[config.mk]
export PLATFORM = sky130hd
export DESIGN_NAME = pfd_tdc_5bit
export DESIGN_NICKNAME = d
export VERILOG_FILES = /design/src/rtl/adpll_pkg.sv /design/src/rtl/edge_sync.sv /design/src/rtl/pfd_tdc_5bit.sv
export SDC_FILE = /design/constraint.sdc
export NUM_CORES = 1
export LEC_CHECK = 0
export CAP_MARGIN = 10
export CELL_PAD_IN_SITES_DETAIL_PLACEMENT = 0
export CELL_PAD_IN_SITES_GLOBAL_PLACEMENT = 2
export CORE_MARGIN = 2
export CORE_UTILIZATION = 31
export DETAILED_ROUTE_END_ITERATION = 8
export HOLD_SLACK_MARGIN = 0.08
export PLACE_DENSITY_LB_ADDON = 0.1
export SKIP_LAST_GASP = 1
export SYNTH_ARGS = -nofsm -noshare
export SYNTH_HDL_FRONTEND = slang
export SYNTH_SLANG_ARGS = --single-unit
[constraint.sdc]
create_clock -name clk -period 1.4 [get_ports clk]
set_clock_uncertainty 0.05 [all_clocks]
set_input_delay 0.21 -clock clk [delete_from_list [all_inputs] [get_ports clk]]
set_output_delay 0.21 -clock clk [all_outputs]
set_load 0.02 [all_outputs]
[src/rtl/adpll_pkg.sv]
// Shared ADPLL definitions: control word width, phase-FSM encoding and sign meaning
// used by the phase detector, loop filter and DCO.
package adpll_pkg;
  localparam int CTRL_W = 5;
  localparam logic [CTRL_W-1:0] CTRL_MAX = 5'd31;

  localparam logic [1:0] IDLE     = 2'd0;
  localparam logic [1:0] REF_LEAD = 2'd1;
  localparam logic [1:0] DCO_LEAD = 2'd2;

  localparam logic SIGN_REF_LEADS = 1'b0;
  localparam logic SIGN_DCO_LEADS = 1'b1;
endpackage

[src/rtl/edge_sync.sv]
// Brings an asynchronous input into the clk domain and emits a registered
// one-cycle pulse on each rising edge, SYNC_STAGES+1 cycles after the pin.
module edge_sync #(
  parameter int SYNC_STAGES = 2
) (
  input  logic clk,
  input  logic reset,
  input  logic d,
  output logic rise
);

  logic [SYNC_STAGES-1:0] sync_p0;
  logic                   sync_qq;

  always_ff @(posedge clk) begin
    if (!reset) begin
      sync_p0 <= '0;
      sync_qq <= 1'b0;
      rise    <= 1'b0;
    end else begin
      sync_p0 <= {sync_p0[SYNC_STAGES-2:0], d};
      sync_qq <= sync_p0[SYNC_STAGES-1];
      rise    <= sync_p0[SYNC_STAGES-1] & ~sync_qq;
    end
  end

endmodule

[src/rtl/pfd_tdc_5bit.sv]
// Phase/frequency detector with cycle-counting TDC: timestamps ref and dco rising
// edges, reports a signed 5-bit phase error per edge pair and tracks lock.
module pfd_tdc_5bit
  import adpll_pkg::*;
#(
  parameter int SYNC_STAGES = 2,
  parameter int TIMEOUT     = 31,
  parameter int LOCK_TOL    = 1,
  parameter int LOCK_CNT    = 8
) (
  input  logic              clk,
  input  logic              reset,
  input  logic              ref_in,
  input  logic              dco_in,
  output logic              ctrl_sign,
  output logic [CTRL_W-1:0] ctrl,
  output logic              err_valid,
  output logic              err_timeout,
  output logic              locked
);

  localparam logic [CTRL_W-1:0] TIMEOUT_C  = CTRL_W'(TIMEOUT);
  localparam logic [CTRL_W-1:0] LOCK_TOL_C = CTRL_W'(LOCK_TOL);
  localparam logic [3:0]        LOCK_CNT_C = 4'(LOCK_CNT);

  function automatic logic [CTRL_W-1:0] sat_inc(input logic [CTRL_W-1:0] v);
    return (v == CTRL_MAX) ? CTRL_MAX : v + 1'b1;
  endfunction

  function automatic logic [3:0] sat_good(input logic [3:0] v);
    return (v >= LOCK_CNT_C) ? LOCK_CNT_C : v + 1'b1;
  endfunction

  logic              ref_e, dco_e;
  logic [1:0]        state, state_nxt;
  logic [CTRL_W-1:0] counter, cnt_nxt;
  logic              vld_p0, to_p0, sign_p0;
  logic [CTRL_W-1:0] mag_p0;
  logic              lead_dco, opp_e;
  logic [3:0]        good_cnt;
  logic              good_res;

  edge_sync #(.SYNC_STAGES(SYNC_STAGES)) u_ref_sync (
    .clk(clk), .reset(reset), .d(ref_in), .rise(ref_e)
  );

  edge_sync #(.SYNC_STAGES(SYNC_STAGES)) u_dco_sync (
    .clk(clk), .reset(reset), .d(dco_in), .rise(dco_e)
  );

  // Stage p0: edge-pair measurement. A repeat of the leading edge is simply not looked at.
  assign lead_dco = (state == DCO_LEAD);
  assign opp_e    = lead_dco ? ref_e : dco_e;

  always_comb begin
    state_nxt = state;
    cnt_nxt   = counter;
    vld_p0    = 1'b0;
    to_p0     = 1'b0;
    sign_p0   = SIGN_REF_LEADS;
    mag_p0    = '0;
    case (state)
      IDLE: begin
        if (ref_e && dco_e) begin
          vld_p0 = 1'b1;
        end else if (ref_e) begin
          state_nxt = REF_LEAD;
          cnt_nxt   = 5'd1;
        end else if (dco_e) begin
          state_nxt = DCO_LEAD;
          cnt_nxt   = 5'd1;
        end
      end
      REF_LEAD, DCO_LEAD: begin
        sign_p0 = lead_dco ? SIGN_DCO_LEADS : SIGN_REF_LEADS;
        if (opp_e || counter == TIMEOUT_C) begin
          vld_p0    = 1'b1;
          to_p0     = ~opp_e;
          mag_p0    = counter;
          state_nxt = IDLE;
          cnt_nxt   = '0;
        end else begin
          cnt_nxt = sat_inc(counter);
        end
      end
      default: begin
        state_nxt = IDLE;
        cnt_nxt   = '0;
      end
    endcase
  end

  always_ff @(posedge clk) begin
    if (!reset) begin
      state   <= IDLE;
      counter <= '0;
    end else begin
      state   <= state_nxt;
      counter <= cnt_nxt;
    end
  end

  // Stage p1: registered result, held until the next measurement.
  always_ff @(posedge clk) begin
    if (!reset) begin
      err_valid   <= 1'b0;
      err_timeout <= 1'b0;
      ctrl        <= '0;
      ctrl_sign   <= SIGN_REF_LEADS;
    end else begin
      err_valid   <= vld_p0;
      err_timeout <= to_p0;
      if (vld_p0) begin
        ctrl      <= mag_p0;
        ctrl_sign <= sign_p0;
      end
    end
  end

  // Stage p2: lock tracking on each registered result.
  assign good_res = !err_timeout && (ctrl <= LOCK_TOL_C);

  always_ff @(posedge clk) begin
    if (!reset) begin
      good_cnt <= '0;
      locked   <= 1'b0;
    end else if (err_valid) begin
      if (good_res) begin
        good_cnt <= sat_good(good_cnt);
        locked   <= (sat_good(good_cnt) == LOCK_CNT_C);
      end else begin
        good_cnt <= '0;
        locked   <= 1'b0;
      end
    end
  end

endmodule

==> metrics.csv <==
metric,value,unit
grt_antenna_before_repair,0,
number_of_synthesized_flops_with_an_enable_pin,0,
ys.warnings.count,0,
endpoint_kind,flip-flop,
routedWlPerCell,12.56,µm
slew_headroom,77.72,%
largest_family_of_logic_cells_by_synthesized_area,simple AND/OR/NAND/NOR gates,
finalSetupViolCount,14,
route.detailed.vias_per_inst,4.759,
synth_ff_type,sky130_fd_sc_hd__dfxtp_1,
drtPass1Iterations,4,
max_transition_viols_final,0,
required,1.52,ns
outcome,finished with violations,
grt_start_max_net_pins,17,
p_leak,0.7013,nW
tritoncts,built,
post-route-period-util,111.4,%
fp-row-count,22,
io-pin-count,13,
clock_tree_buf_depth,2,
design.core.area,0.003716,mm²
fin_tns_setup,-1.485,ns
timing_worst_setup_path_type,reg -> reg,
finalCriticalPeriod,1.559,ns
final_wtd_congestion,0.7510,
cts_made_buffers,3,
synthCells,120,
setup_repair_after_global_routing_missed_its_margin,yes,
cellPowerDensity,1248,mW/mm²
placement.io_buffers,12,
setup_slack,-0.1589,ns
grt_pass1_vias,903,
post_synth_fa_ha_maj_area_fraction,6.166,%
track_usage,12.99,%
wire_length_of_the_first_global_routing_pass,4326,µm
die-width,66.67,µm
worstSkewPairLatency,0.27,ns
p_total,2.078,mW
fill_cells,378,
failed_checks,setup timing,
yosysSeqAreaShare,46.04,%
initial_utilization,32.76,%
crit_arrival,1.68,ns
synth.lib_cells_used.distinct,38,
dp_hpwl,1949,µm
die_footprint,0.004444,mm²
synth.cell_area,0.001217,mm²
timing.max_cap.violations,0,
max_clock_freq,641.5,MHz
synth.avg_cell_area,10.15,µm²
post_synth_and_or_nand_nor_area_fraction,19.53,%
synth_compound_gate_area_share,17.57,%
clock_tree.htree_level_count,1,
dr_total_vias,966,
vdd.ir_drop.worst,602.2,µV
antenna-diode-count,0,
clk_transition_reported_paths,0.10,ns
drt_drc_violations_left,0,
layout_commonest_cell,sky130_fd_sc_hd__dfxtp_1,
clock_root_cell,sky130_fd_sc_hd__clkbuf_8,
ys_async_sr_fraction,0,%
synth.area.mux_share,5.344,%
postRouteWirelength,2550,µm
share_of_the_synthesized_netlist_area_taken_by_xor_and_xnor_gates,0.7194,%
layout_cell_share_with_drive_strength_beyond_1,30.97,%
final_nets,166,
area_share_of_the_largest_cell_type_after_synthesis,46.04,%
start_kind,flip-flop,
worst-slew-pin-transition,0.3338,ns
synth.net_count,130,
timing_hold_violations_final,0,
fp.dieH,66.67,µm
initialDrtViolationCount,56,
final.hold.worst_slack,0.3360,ns
most_frequent_cells_in_the_layout,"sky130_fd_sc_hd__dfxtp_1, sky130_fd_sc_hd__buf_4, sky130_fd_sc_hd__dlygate4sd2_1, sky130_fd_sc_hd__and2_1, sky130_fd_sc_hd__nor2_1",
synth_register_bits,28,
min-delay-path-class,reg -> reg,
synth_top_cell_by_area,sky130_fd_sc_hd__dfxtp_1,
ys_top_cells_by_area,"sky130_fd_sc_hd__dfxtp_1, sky130_fd_sc_hd__ha_1, sky130_fd_sc_hd__a32o_1",
detail-route-antenna-nets,0,
crit_path_max_fanout,6,
numClockSinks,28,
grt_overflow,0,
flow.area_growth_from_synthesis,36.79,%
## through the flow
| stage | utilization [%] | instances | worst slack, ns | area [µm²] |
|---|---|---|---|---|
| after floorplan | - | 120 | -0.04409 | 1244 |
| after global placement | 42.05 | 198 | -0.1377 | 1563 |
| after detailed placement | 42.05 | 198 | -0.1623 | 1563 |
| after CTS | 44.11 | 202 | -0.1618 | 1639 |
| after global routing | 44.81 | 203 | -0.2442 | 1665 |
| final | 44.81 | 203 | -0.1589 | 1665 |
## state kept, by name, summed over array words and instances, names as in the netlist, 2 cells and up
signal              cells
ctrl                    5
u_ref_sync.sync_p0      2
good_cnt                4
state                   2
counter                 5
u_dco_sync.sync_p0      2
## worst max-delay path, cell delays in order (launching register included)
cell                      delay, ns
sky130_fd_sc_hd__dfxtp_4       0.39
sky130_fd_sc_hd__inv_1         0.05
sky130_fd_sc_hd__ha_1          0.33
sky130_fd_sc_hd__nor2b_1       0.17
sky130_fd_sc_hd__a32oi_2       0.08
sky130_fd_sc_hd__buf_4         0.17
sky130_fd_sc_hd__a32o_1        0.22
## Yosys cell counts, types with 3 or more instances
library cell	count
sky130_fd_sc_hd__mux2i_1	4
sky130_fd_sc_hd__ha_1	6
sky130_fd_sc_hd__inv_1	9
sky130_fd_sc_hd__dfxtp_1	28
sky130_fd_sc_hd__a32o_1	5
sky130_fd_sc_hd__nor2b_1	3
sky130_fd_sc_hd__a21oi_1	3
sky130_fd_sc_hd__nand2b_1	4
sky130_fd_sc_hd__nand3_1	6
sky130_fd_sc_hd__nor2_1	9
sky130_fd_sc_hd__and2_1	8
sky130_fd_sc_hd__nand2_1	6
## cells by family (layout without fill, tap and decap cells)
family	Yosys count	in the layout
buffers and inverters	13	48
AOI/OAI and AO/OA	23	23
xor gates and xnor gates	1	1
and+or+nand+nor	43	43
muxes	6	6
DFF	28	28
adders and majority gates	6	6
## worst paths after layout
path	from	to	slack (ns)	cells past startpoint
max reg2reg	state[1]$_SDFFE_PN0P_	ctrl[1]$_SDFFE_PN0P_	-0.16	6
max	state[1]$_SDFFE_PN0P_	ctrl[1]$_SDFFE_PN0P_	-0.16	6
min	u_dco_sync.sync_qq$_SDFF_PN0_	u_dco_sync.rise$_SDFF_PN0_	0.34	1
min reg2reg	u_dco_sync.sync_qq$_SDFF_PN0_	u_dco_sync.rise$_SDFF_PN0_	0.34	1
## routing by layer
layer | vias up | track usage [%] | routed length [µm]
li1 | 497 | - | -
met1 | 457 | 17.46 | 1312
met2 | 10 | 20.25 | 1143
met3 | 2 | 2.534 | 71
met4 | 0 | 5.357 | 22
met5 | - | 0 | 0
## where the power goes
group / internal, mW / switching [mW] / total [mW]
combinational: 0.283 / 0.272 / 0.555
clock: 0.383 / 0.256 / 0.638
sequential: 0.846 / 0.0383 / 0.885
total: 1.51 / 0.566 / 2.08
## final cells by class
cell class | count | area [µm²] | share of cell area, %
tap | 48 | 60.06 | 3.606
clock inverter | 1 | 30.03 | 1.803
sequential | 28 | 566.8 | 34.03
clock buffer | 3 | 41.29 | 2.479
inverter | 10 | 37.54 | 2.254
multi-input combinational | 79 | 651.9 | 39.14
timing repair buffer | 34 | 277.8 | 16.68
## repair_timing
action                                  4_1_cts  5_1_grt
pin swaps                                     1        5
endpoints found under the setup margin       23       18
gates resized for setup                      13        6
hold buffers                                  0        0
setup buffers                                 0        1
Power figures use the tool's default switching activity.
==> RTL edit 1, RTL diff (config.mk and constraints unchanged) <==
Make the reset (`reset`) asynchronous in 4 clocked blocks.
--- a/src/rtl/edge_sync.sv
+++ b/src/rtl/edge_sync.sv
@@ -13,5 +13,5 @@
   logic                   sync_qq;
 
-  always_ff @(posedge clk) begin
+  always_ff @(posedge clk or negedge reset) begin
     if (!reset) begin
       sync_p0 <= '0;
--- a/src/rtl/pfd_tdc_5bit.sv
+++ b/src/rtl/pfd_tdc_5bit.sv
@@ -91,5 +91,5 @@
   end
 
-  always_ff @(posedge clk) begin
+  always_ff @(posedge clk or negedge reset) begin
     if (!reset) begin
       state   <= IDLE;
@@ -102,5 +102,5 @@
 
   // Stage p1: registered result, held until the next measurement.
-  always_ff @(posedge clk) begin
+  always_ff @(posedge clk or negedge reset) begin
     if (!reset) begin
       err_valid   <= 1'b0;
@@ -121,5 +121,5 @@
   assign good_res = !err_timeout && (ctrl <= LOCK_TOL_C);
 
-  always_ff @(posedge clk) begin
+  always_ff @(posedge clk or negedge reset) begin
     if (!reset) begin
       good_cnt <= '0;
Behaviour: differs if reset is asserted again (counterexample within 10 cycles, from zero or initial values and one cycle with reset low); with reset held inactive, the same outputs for 10 cycles.
==> RTL edit 1 against the original RTL <==
  * The run still ends with negative setup slack left
  * Setup slack got worse by 0.18 ns
  * Wire length decreased by 3.0%
  * Sequential cell count unchanged
  * Area after synthesis increased by 2.1%
  * Synthesized cell count decreased by 7.5%
  * Non-clock buffer count increased by 4
  * Cell area increased by 7.1%
  * Highest routed layer unchanged
Power is not compared: it rests on default switching activity, and its combinational part moved more than twofold at a synthesized area within 25%.
==> RTL edit 1: results (changes against the original RTL) <==
metric,value,unit,change
status,"complete, but fails checks",,
failing checks,negative setup slack,,
Critical R2R Capture,counter[3]$_DFFE_PN0P_,,
Non-clk invs,8,,-2
worst slew pin tran,0.243,ns,-0.0908 ns
post-DP HPWL,1.85,mm,-5.0%
NumNets Final,162,,-2.4%
Crit. Startpoint,state[0]$_DFFE_PN0P_,,
Syn Nets,121,,-6.9%
met2 usage,19.6,%,-0.70 points
"top cells by count, synth","dfrtp_1 (28), nand2_1 (15), inv_1 (8)",,
gpl congestion,0.812,,+8.1%
ClkCell Share,4.00,%,-0.29 points
"Slowest-stage cell, CP",or4_1,,
DR vias,971,,+0.52%
Non-clock buffering overhead,18.1,%,+1.4 points
worst hold-check path type,input port to async pin,,
layout cells sized above 1,33.8,%,+2.8 points
flip-flop and latch count,28,,unchanged
Setup Viol. Count Final,21,,+7
final worst slack,-0.342,ns,-0.183 ns
worst stage delay on the critical path,0.47,ns,+0.08 ns
maximum fanout along the worst path,4,,-2
global-route wire length before repair,4.18,mm,-3.4%
Register Area,703,sq um,+24%
Synth Area in Adders,6.04,%,-0.12 points
register area share after synthesis,56.4,%,+10 points
M3 GR Usage,2.17,%,-0.37 points
Yosys cell types,32,,-16%
vias in the first global route,949,,+5.1%
Yosys top cell by area,dfrtp_1,,
largest net degree at the start of global routing,29,,+12
Setup TNS Final,-4.15,ns,-2.66 ns
mux contribution to synthesized area,4.23,%,-1.1 points
FILL cells,386,,+2.1%
Multi-input comb cells,73,,-7.6%
"CP delay by family, top",simple AND/OR/NAND/NOR gates,,
die width,67.3,um,+0.96%
Signal buffers,38,,+12%
DR iter-0 viols,38,,-32%
Async SR Flop Fraction,100,%,+100 points
GRT Total Usage,12.4,%,-0.60 points
M1 GR Usage,16.7,%,-0.76 points
==> RTL edit 1: cell types whose count changed after synthesis, sizes merged, moves of 5 or more <==
cell / delta
nand2: +8
and2: -7
a32o: -5
dfxtp: -28
nor2: -5
dfrtp: +28
o21ai: +6
==> RTL edit 1: metal layers <==
metal	vias to the layer above	part of all wire, %
met2	18	49
met4	0	1.3
met1	478	46
met3	4	3.5
met5	-	0
li1	471	-
==> RTL edit 1: repair_timing <==
| item | CTS | global route |
|---|---|---|
| endpoints found under the setup margin | 29 | 25 |
| buffers inserted | 2 | 3 |
| gates resized for setup | 13 | 6 |
| pin swaps | 1 | 3 |
==> RTL edit 1: through the flow <==
stage,hold WS (ns),area (sq um),cells
6_report,0.233,1780,201
5_1_grt,0.246,1780,201
4_1_cts,0.238,1760,199
3_5_place_dp,0.288,1680,194
3_3_place_gp,0.281,1680,194
2_1_floorplan,-0.136,1330,111
==> RTL edit 2, RTL diff (same flow settings) <==
Made on the original files. The package constant `CTRL_W` goes from 5 to 10.
--- a/src/rtl/adpll_pkg.sv
+++ b/src/rtl/adpll_pkg.sv
@@ -2,5 +2,5 @@
 // used by the phase detector, loop filter and DCO.
 package adpll_pkg;
-  localparam int CTRL_W = 5;
+  localparam int CTRL_W = 10;
   localparam logic [CTRL_W-1:0] CTRL_MAX = 5'd31;
 
Ports: changed (resized ctrl); port bits go from 13 to 18. No check against the original RTL was run, so the function may have changed too.
==> RTL edit 2 against the original RTL <==
  * The run still ends with negative setup slack left
  * Setup slack got worse by 0.27 ns
  * Power grew 0.98%
  * Wire length up 68%
  * Area after synthesis increased by 39%
  * Cell area grew 58%
  * Core utilization is 6.0 points higher
  * First-iteration DRC count fell by 14%
  * Sequential cell count up 10
  * Largest cell class unchanged
==> RTL edit 2: results (changes against the original RTL) <==
metric,value,unit,change
status,"complete, but fails checks",,
failing checks,negative setup slack,,
CP endpoint,ctrl[2]$_SDFFE_PN0P_,,
relative max-transition margin,73.0,%,-4.8 points
NumNets Final,263,,+58%
"Power, Total",0.00210,W,+0.98%
CLK BUF,7,,+4
CTS clock-pin slew for the worst setup and hold paths,0.07,ns,-0.03 ns
global-route wire length before repair,7.18,mm,+66%
Non-clock buffering overhead,23.6,%,+6.9 points
Setup Viol. Count Final,25,,+11
Comb power,0.000217,W,-61%
leakage power,1.12,nW,+60%
DR iter-0 viols,48,,-14%
PostCTS Resize Cnt,26,,+13
pre-CTS setup slack,-0.443,ns,-0.281 ns
ClkCell Share,3.47,%,-0.81 points
worst stage delay on the critical path,0.43,ns,+0.04 ns
CP Data Arrival Time,2.01,ns,+0.33 ns
Hold Slack,0.329,ns,-0.00667 ns
Yosys cell types,51,,+34%
DP Area,2440,sq um,+56%
Final Util,50.8,%,+6.0 points
"Slowest-stage cell, CP",or4_4,,
final worst slack,-0.430,ns,-0.271 ns
post-DP HPWL,3.29,mm,+69%
fraction of area in registers,29.5,%,-4.6 points
register area share after synthesis,45.0,%,-1.1 points
largest net degree at the start of global routing,14,,-3
Post-Route WL,4.29,mm,+68%
latest clock arrival within the worst-skew pair,0.29,ns,+0.02 ns
## RTL edit 2: per-layer routing
layer	part of all wire (%)	GRT usage [%]	up-vias	wire length (um)
li1	-	-	791	-
met1	49	19.8	729	2090
met2	47	24.3	27	2020
met3	3.7	3.72	4	158
met4	0.54	4.82	0	23
met5	0	0	-	0
## RTL edit 2: cells by family (layout without fill, tap and decap cells)
group | after synthesis | after routing | synth area share, %
DFF | 38 | 38 | 45.0
xor gates and xnor gates | 6 | 6 | 3.55
buffers and inverters | 20 | 98 | 5.25
muxes | 2 | 2 | 1.26
AOI/OAI and AO/OA | 40 | 40 | 18.3
adders and majority gates | 6 | 6 | 4.44
and+or+nand+nor | 64 | 64 | 22.2
## RTL edit 2: worst max-delay path, delay by kind of cell (launching register included)
family          cells  cell delay [ns]
fa+ha+maj           1             0.16
flops               1             0.35
compound gates      2             0.43
simple gates        2             0.66
buf+inv             1             0.13
